==> src/rtl/core_b_arbiter.sv <==
`default_nettype none
// ============================================================================
// core_b_arbiter
// Core-B Lite bus arbiter. It grants one master at a time and holds the grant
// through the accepted burst. Locked sequences keep the same owner.
// Optional build macro: ARB_FIXED_PRIO_EN (lowest index wins instead of
// round robin).
// Revision: 1.0
// ============================================================================
module core_b_arbiter #(
    parameter int NUM_MST = 4,
    parameter int IDW     = 2
) (
    input  logic                   CLK,
    input  logic                   nRST,
    input  logic [NUM_MST-1:0]     MxREQ,
    input  logic [NUM_MST-1:0]     MxLK,
    input  logic [4*NUM_MST-1:0]   MxRB,
    input  logic                   MsRDY,
    input  logic                   MsERR,
    output logic [NUM_MST-1:0]     AxGNT,
    output logic [IDW-1:0]         AxMST,
    output logic                   AxBUSY,
    output logic                   AxLOCKED
);

    typedef enum logic [1:0] {
        IDLE  = 2'd0,
        GRANT = 2'd1,
        XFER  = 2'd2
    } state_t;

    state_t              state;
    logic [IDW-1:0]      owner;
    logic [IDW-1:0]      last_owner;
    logic [3:0]          beats;
    logic                lock_r;
    logic [NUM_MST-1:0]  gnt;
    logic                busy;

    logic [IDW-1:0]      winner;
    logic                any_req;
    logic                own_req;
    logic                own_lk;
    logic [3:0]          own_rb;

    assign any_req = |MxREQ;
    assign own_req = MxREQ[owner];
    assign own_lk  = MxLK[owner];
    assign own_rb  = MxRB[4*int'(owner) +: 4];

    // Loops run from lowest priority to highest so the last hit is the winner.
    always_comb begin
        winner = '0;
`ifdef ARB_FIXED_PRIO_EN
        for (int i = NUM_MST - 1; i >= 0; i--) begin
            if (MxREQ[i]) winner = IDW'(i);
        end
`else
        for (int k = NUM_MST; k >= 1; k--) begin
            if (MxREQ[(int'(last_owner) + k) % NUM_MST])
                winner = IDW'((int'(last_owner) + k) % NUM_MST);
        end
`endif
    end

    always_ff @(posedge CLK or negedge nRST) begin
        if (!nRST) begin
            state      <= IDLE;
            owner      <= '0;
            last_owner <= IDW'(NUM_MST - 1);
            beats      <= '0;
            lock_r     <= 1'b0;
            gnt        <= '0;
            busy       <= 1'b0;
        end else begin
            case (state)
                IDLE: begin
                    if (any_req) begin
                        owner <= winner;
                        gnt   <= {{(NUM_MST-1){1'b0}}, 1'b1} << winner;
                        state <= GRANT;
                    end
                end
                GRANT: begin
                    if (own_req && MsRDY) begin
                        beats  <= own_rb;
                        lock_r <= own_lk;
                        busy   <= 1'b1;
                        state  <= XFER;
                    end else if (!own_req) begin
                        last_owner <= owner;
                        gnt        <= '0;
                        state      <= IDLE;
                    end
                end
                XFER: begin
                    if (MsRDY) begin
                        if (beats != 4'd0 && !MsERR) begin
                            beats <= beats - 4'd1;
                        end else begin
                            busy <= 1'b0;
                            // A held lock re-enters GRANT with no arbitration bubble.
                            if (lock_r && own_req) begin
                                state <= GRANT;
                            end else begin
                                lock_r     <= 1'b0;
                                last_owner <= owner;
                                gnt        <= '0;
                                state      <= IDLE;
                            end
                        end
                    end
                end
                default: begin
                    state <= IDLE;
                    gnt   <= '0;
                    busy  <= 1'b0;
                end
            endcase
        end
    end

    assign AxGNT    = gnt;
    assign AxMST    = owner;
    assign AxBUSY   = busy;
    assign AxLOCKED = lock_r;

endmodule
`default_nettype wire

==> config.mk <==
export PLATFORM = sky130hd
export DESIGN_NAME = core_b_arbiter
export DESIGN_NICKNAME = d
export VERILOG_FILES = /design/src/rtl/core_b_arbiter.sv
export SDC_FILE = /design/constraint.sdc
export NUM_CORES = 1
export LEC_CHECK = 0
export ABC_AREA = 1
export BUFFER_PORTS_ARGS = -buffer_cell sky130_fd_sc_hd__buf_2
export CORE_MARGIN = 1
export CORE_UTILIZATION = 55
export DETAILED_ROUTE_END_ITERATION = 10
export PLACE_DENSITY = 0.92
export SLEW_MARGIN = 10
export SYNTH_ARGS = -nofsm -noshare
export SYNTH_HDL_FRONTEND = slang
export SYNTH_SLANG_ARGS = --single-unit
==> constraint.sdc <==
create_clock -name CLK -period 2.9 [get_ports CLK]
set_input_delay 0.725 -clock CLK [delete_from_list [all_inputs] [get_ports CLK]]
set_output_delay 0.725 -clock CLK [all_outputs]
set_load 0.01 [all_outputs]
==> Word-level counts from Yosys, hierarchy flattened <==
Index checks and enable logic that the tools add are counted.
{ "word_totals": {"ff_bits": 16, "in_bits": 28, "out_inout_bits": 8, "elab_cells": 107} }
{ "classes": {"add_sub_neg": 5, "n_lt_le_gt_ge": 5, "n_eq_ne": 11, "shifts": 2, "n_mux": 53, "bitwise": 5, "reduce_logical": 19} }
{ "op_table": {"columns": ["operator", "n"], "rows": [
  ["two-way mux 4 bit", 9],
  ["two-way mux 2 bit", 14],
  ["two-way mux 1 bit", 18],
  ["< comparator 3 x 4 -> 1 bit (second input constant)", 4],
  ["!= test 2 bit (second input constant)", 8],
  ["indexed part select 16 x 5 -> 4 bit", 1],
  ["binary-select mux 1 bit (select 2 bit)", 6],
  ["one-hot mux 4 bit (3 select lines)", 1],
  ["AND reduction 4 bit", 3],
  ["AND reduction 6 bit", 2],
  ["one-hot mux 4 bit (2 select lines)", 1],
  ["OR reduction 2 bit", 4],
  ["one-hot mux 2 bit (3 select lines)", 1],
  ["AND reduction 5 bit", 1],
  ["adder 2 x 1 -> 2 bit (second input constant)", 2],
  ["adder 2 bit (second input constant)", 2],
  ["AND 1 bit (first input constant)", 4],
  ["one-hot mux 2 bit (2 select lines)", 1],
  ["nonzero test 4 bit", 1],
  ["OR reduction 4 bit", 1],
  ["<< shifter 1 x 2 -> 4 bit (first input constant)", 1],
  ["subtractor 4 x 1 -> 4 bit (second input constant)", 1],
  ["logical AND 1 bit", 3],
  ["< comparator 2 x 3 -> 1 bit (second input constant)", 1],
  ["10 further kinds", 10]
]} }

==> Depth between registers and ports, before layout <==
Gate-level depths: netlist of the first run.
{ "logic_depth": {"word_depth": 13, "depth_mapped": 13, "mapped_depth_nobuf": 12} }

==> Worst setup path after synthesis of the first run <==
No wires, ideal clock.
{ "synth_timing": {"path_type": "input port to flip-flop", "startpoint": "input MxREQ[1]", "endpoint": "register owner[0], in the netlist AxMST[0]", "setup_ns": 0.126, "arrival_time_ns": 1.379, "t_required_ns": 2.774, "slack_ns": 1.395, "cell_stages": 10, "n_path_buf": 0, "cell_sequence": "inv_1 -> nand2_1 -> nand3_1 -> nand2_1 -> inv_1 -> nand2_1 -> nand3_1 -> nand2_1 -> nand2_1 -> o21ai_1"} }
{ "synth_via": {"elab_chain_len": 7, "word_cells_on_any_way": 18, "cone_classes": "mux (16); reduce/logical (2)"} }
{ "synth_rtl": {"columns": ["item", "line_no", "text"], "rows": [
  ["start: declaration", "16", "input logic [NUM_MST-1:0] MxREQ,"],
  ["binary-select mux 1 bit (select 2 bit)", "61", "if (MxREQ[(int'(last_owner) + k) % NUM_MST])"],
  ["two-way mux 1 bit (implied by the code) (2 in series)", "61", null],
  ["two-way mux 2 bit (4 in series)", "61", null],
  ["end signal: assignment", "80", "owner <= winner;"],
  ["end: declaration", "34", "logic [IDW-1:0] owner;"]
]} }
Several ways; a longest one is shown, not always the timed one. The select of a mux whose other input is x is not followed.
A chain may end at the register's enable or synchronous reset.

==> Worst setup path in the final report of the first run <==
{ "layout_timing": {"startpoint": "register owner[0], in the netlist AxMST[0]", "endpoint": "output AxMST[0]"} }
{ "layout_rtl": {"columns": ["item", "line_no", "text"], "rows": [
  ["end: declaration", "22", "output logic [IDW-1:0] AxMST,"]
]} }
No word-level cell between the ends.

==> flow_summary.toml, run 1 <==
[clock_network]
cts.sinks = 16
post-cts-setup-buffers = 0
cts.clk_slew.worst_paths_ns = 0.09
cts_tree = "yes"
numCtsBuffers = 3
ctsHoldBuffers = 0
clockBufferDepth = 2
htree_num_levels = 1
post_cts_resize_count = 0
root_buffer = "clkbuf_4"
clkLatencyLatePin_ns = 0.29

[timing]
maxSlewHeadroom = 0.718
fin_setup_tns_ns = 0
fin_skew_ns = 0.00128
finalMaxSlewViolations = 0
whs_ns = 0.330
rsz0062_at_grt = "no"
period_minus_slack_ns = 1.84
fmax_ghz = 0.545
hold_violations = 0
setup_viol = 0
tightest_slew_ns = 0.423
fin_crit_sh = 0.633
setup_slack_ns = 1.06

[synthesis]
yosys-top-cells-area = "dfrtp_1, nand2_1, nor2_1"
synth_top_flop_cell = "dfrtp_1"
syn_inst = 203
synthArstFlopShare = 1.00
syn_avg_cell_area_um2 = 6.25
ys_types = 26
synth_edf_count = 0
syn_area_um2 = 1270
synthesis.nets = 232
yosysWarnings = 0
ys_ff_latch = 16
yosys.area.top_type_share = 0.276
synth_seq_area_share = 0.318
synth_top_area_cell = "dfrtp_1"

[cells_and_area]
synthToLayoutAreaGrowth_pct = 17.8
fill_cells = 192
final_cell_mix = "nand2_1, buf_2, nor2_1"
ff_latch_area_um2 = 403
multi_input_area_um2 = 746
fin_area_um2 = 1490
final_common_cell = "nand2_1"
diodes = 0
drive_gt1_frac = 0.238
nNetsFinal = 269

[worst_setup_path]
cp-start-kind = "register"
worst_ep_required_time_ns = 2.17
crit_type = "register to output port"
max_stage_delay_ns = 0.61
cp-end-kind = "output port"
arrival_ns = 1.11
critPathMaxFanout = 15
path_cells = "buf_2"
crit_buf_inv = 1
slowest_stage = "dfrtp_1"
critPathTopFamily = "flip-flops"

[floorplanning]
die_area_um2 = 2500
num_io_pins = 36
row_count = 17
coreArea_um2 = 2190
initial_core_util = 0.579
die_h_um = 50.0
die_width_um = 50.0

[grt]
grt_pass1_vias = 1259
overflow = 0
grt_antenna_before_repair = 0
grt_max_degree = 17
track_usage = 0.264
grt_pass1_wl_mm = 5.11

[job]
drv_cap = 0

[power]
powerDensity_nw_per_um2 = 1050
leakagePower_nw = 0.860
ir_worst_vdd_uv = 644
power.total_mw = 1.57

[drt]
firstDrtPassIters = 4
drt_iter0_markers = 41
routed_wl_mm = 2.83
vias = 1332
drtAntennaViolNets = 0
vias_per_cell = 4.99
route.detailed.drc = 0
wl_per_cell_um = 10.6

[placement]
pre_cts_ws_ns = 1.12
portBuffers = 35
place_hpwl_mm = 2.22
place_congestion = 0.848
dpl_cell_area_um2 = 1460

[run_status]
outcome = "complete, no violations"

[min_path]
hold_class = "input pin to async pin"
==> metrics by stage <==
stage / util / instances
after global placement: 0.665 / 263
after detailed placement: 0.665 / 263
after CTS: 0.682 / 267
final: 0.682 / 267
after global routing: 0.682 / 267
after floorplan: - / 203
==> logic make-up after synthesis <==
group | Yosys count | synth area share
compound gates | 33 | 0.146
xor+xnor | 2 | 0.0138
fa+ha+maj | 1 | 0.00986
buf+inv | 28 | 0.0947
flops | 16 | 0.318
simple gates | 123 | 0.418
==> cells in the mapped netlist (2+ instances only) <==
cell type  count
nor2_2         2
a21oi_1        6
buf_2          2
nand4_1        3
nand3_2        3
o21ai_1        5
nand2_2        2
nand3_1       14
o21ai_0       15
nor2_1        22
o22ai_1        4
dfrtp_1       14
nand2_1       75
dfstp_2        2
inv_2          5
inv_1         19
==> state kept, by name, indices dropped and copies added (netlist names) <==
name        cells
beats           4
AxLOCKED        1
AxBUSY          1
AxMST           2
last_owner      2
AxGNT           4
state           2
==> power breakdown <==
part           internal [mW]  switching [mW]  total [mW]
Clock                 0.0765          0.0704       0.147
Sequential             0.329           0.117       0.446
Combinational          0.356           0.626       0.982
==> metal layers <==
metal  share of wire  GRT usage  vias to the layer above  wire [µm]
li1                -          -                      719          -
met1            0.49      0.353                      583       1380
met2            0.46      0.440                       26       1300
met3           0.042     0.0370                        4        120
met4           0.012     0.0714                        0         33
met5               0          0                        -          0
==> cell type report <==
class                           count  share of cell area
Multi-Input combinational cell    159               0.499
Sequential cell                    16               0.270
Timing Repair Buffer               35               0.117
Inverter                           25              0.0662
Clock buffer                        4              0.0243
Tap cell                           28              0.0235
==> final timing paths <==
check,slack [ns],start,cells after the start,endpoint
hold / removal,0.33,nRST,1,AxGNT[0]$_DFFE_PN0P_
hold reg to reg,0.49,AxGNT[3]$_DFFE_PN0P_,2,AxGNT[3]$_DFFE_PN0P_
min in group CLK,0.49,AxGNT[3]$_DFFE_PN0P_,2,AxGNT[3]$_DFFE_PN0P_
max in group asynchronous,2.26,nRST,1,last_owner[0]$_DFFE_PN1P_
setup / recovery,1.06,AxMST[0]$_DFFE_PN0P_,1,AxMST[0]
setup reg to reg,1.22,AxMST[0]$_DFFE_PN0P_,10,beats[2]$_DFFE_PN0P_
Power figures use the tool's default switching activity.
==> run 2, diff against run 1 <==
--- a/config.mk
+++ b/config.mk
@@ -8,9 +8,9 @@
 export ABC_AREA = 1
 export BUFFER_PORTS_ARGS = -buffer_cell sky130_fd_sc_hd__buf_2
 export CORE_MARGIN = 1
-export CORE_UTILIZATION = 55
+export CORE_UTILIZATION = 51
 export DETAILED_ROUTE_END_ITERATION = 10
-export PLACE_DENSITY = 0.92
+export PLACE_DENSITY = 0.86
 export SLEW_MARGIN = 10
 export SYNTH_ARGS = -nofsm -noshare
 export SYNTH_HDL_FRONTEND = slang
==> constraint.sdc (replaced) <==
create_clock -name CLK -period 1.81 [get_ports CLK]
set_input_delay 0.4525 -clock CLK [delete_from_list [all_inputs] [get_ports CLK]]
set_output_delay 0.4525 -clock CLK [all_outputs]
set_load 0.01 [all_outputs]
==> run 2 against run 1 <==
Effect of this change: clock skew up 0.0029 ns; global-route usage decreased by 1.9 points; sequential cell count stayed put; critical endpoint is now beats[2]$_DFFE_PN0P_; utilization is 2.3 points lower; largest power group unchanged; clock power grew 35%; sequential share of layout area is 0.090 points lower; non-clock buffer count grew 2.
==> flow_summary.toml, run 2 (synthesis results as in run 1) <==
[run_status]
outcome = "complete, no violations"

[timing]
setup_slack_ns = 0.226
finalMaxSlewViolations = 0
setup_viol = 0
fin_setup_tns_ns = 0
fin_skew_ns = 0.00420
hold_violations = 0
tightest_slew_ns = 0.350
fmax_ghz = 0.631
maxSlewHeadroom = 0.766
period_minus_slack_ns = 1.58
fin_crit_sh = 0.875
rsz0062_at_grt = "no"

[cells_and_area]
drive_gt1_frac = 0.241
ff_latch_area_um2 = 403
final_common_cell = "nand2_1"
final_cell_mix = "nand2_1, buf_2, nor2_1"
synthToLayoutAreaGrowth_pct = 18.1
nNetsFinal = 271
diodes = 0
fill_cells = 229
multi_input_area_um2 = 746
stdcell_count = 269

[worst_setup_path]
cp-end-kind = "register"
crit_type = "register to register"
cpMostUsedCell = "nand2_1"
cp-start-kind = "register"
path_cells = "inv_2 > nand2_1 > nand3_1 > nand2_1 > inv_2 > nand2_1 > nand2_2 > nand2_4 > o21a_1"
slowest_stage = "dfrtp_1"
worst_ep_required_time_ns = 2.00
arrival_ns = 1.77
critPathMaxFanout = 13
max_stage_delay_ns = 0.48

[min_path]
hold_class = "input pin to async pin"

[grt]
grt_max_degree = 17
overflow = 0
grt_pass1_vias = 1275
track_usage = 0.245
grt_pass1_wl_mm = 4.98
grt_antenna_before_repair = 0

[clock_network]
post-cts-setup-buffers = 0
cts.clk_slew.worst_paths_ns = 0.09
cts.sinks = 16
ctsHoldBuffers = 0
htree_num_levels = 1
numCtsBuffers = 3
clkLatencyLatePin_ns = 0.29
clockBufferDepth = 2
cts_tree = "yes"
post_cts_resize_count = 0
root_buffer = "clkbuf_4"

[drt]
vias = 1398
drt_iter0_markers = 31
m1WireLength_mm = 1.43
top_layer = "met4"
routed_wl_mm = 2.91
wl_met2_mm = 1.37
route.detailed.drc = 0
firstDrtPassIters = 5
vias_per_cell = 5.20
drtAntennaViolNets = 0
wl_per_cell_um = 10.8
routed-wl-met3_um = 59

[placement]
place_hpwl_mm = 2.36
portBuffers = 35
dp_cells = 265
pre_cts_ws_ns = 0.230
place_congestion = 0.833

[power]
powerDensity_nw_per_um2 = 1670
leakagePower_nw = 0.863
power.total_mw = 2.51
ir_worst_vdd_uv = 1090

[floorplanning]
die_width_um = 51.9
num_io_pins = 36
coreArea_um2 = 2280
initial_core_util = 0.557
row_count = 17
die_area_um2 = 2690
die_h_um = 51.9

[job]
drv_cap = 0
run 2: cell types whose count changed in the layout (fill, tap and decap cells not counted), sizes merged:
cell / previous run / this run
buf: 35 / 37
run 2: metrics by stage:
stage               hold slack (ns)  instance area [µm²]  utilization
floorplan                     0.157                 1270            -
global placement              0.379                 1470        0.647
CTS                          0.0592                 1500        0.659
global route                 0.0834                 1500        0.659
finish                       0.0529                 1500        0.659
detailed placement            0.381                 1470        0.647
run 2: layout make-up:
class                      count  area share
multi-input combinational    159       0.497
sequential                    16       0.269
timing repair buffer          37       0.127
inverter                      25      0.0659
tap                           28      0.0234
clock buffer                   4      0.0175
run 2: path summary, 6_finish.rpt:
kind / start / endpoint / slack [ns] / cells past startpoint
min in group CLK: AxGNT[3]$_DFFE_PN0P_ / AxGNT[3]$_DFFE_PN0P_ / 0.49 / 2
max in group asynchronous: nRST / last_owner[0]$_DFFE_PN1P_ / 1.45 / 1
worst max-delay path: AxMST[0]$_DFFE_PN0P_ / beats[2]$_DFFE_PN0P_ / 0.23 / 9
worst max register to register: AxMST[0]$_DFFE_PN0P_ / beats[2]$_DFFE_PN0P_ / 0.23 / 9
worst min-delay path: nRST / AxGNT[0]$_DFFE_PN0P_ / 0.05 / 1
worst min register to register: AxGNT[3]$_DFFE_PN0P_ / AxGNT[3]$_DFFE_PN0P_ / 0.49 / 2
run 2: routing by layer:
metal / vias to the layer above / GRT usage
li1: 726 / -
met1: 641 / 0.306
met2: 24 / 0.438
met3: 7 / 0.0175
met4: 0 / 0.0856
met5: - / 0
run 2: critical path, delay by kind of cell (launching register included):
family	cells	cell delay (ns)
buffers and inverters	2	0.29
DFF	1	0.48
and+or+nand+nor	6	0.52
AOI/OAI and AO/OA	1	0.19
run 2: power breakdown:
part	switching [mW]	internal, mW	total (mW)
sequential	0.167	0.528	0.694
clock	0.112	0.0858	0.198
combinational	1.02	0.599	1.62
total	1.30	1.21	2.51
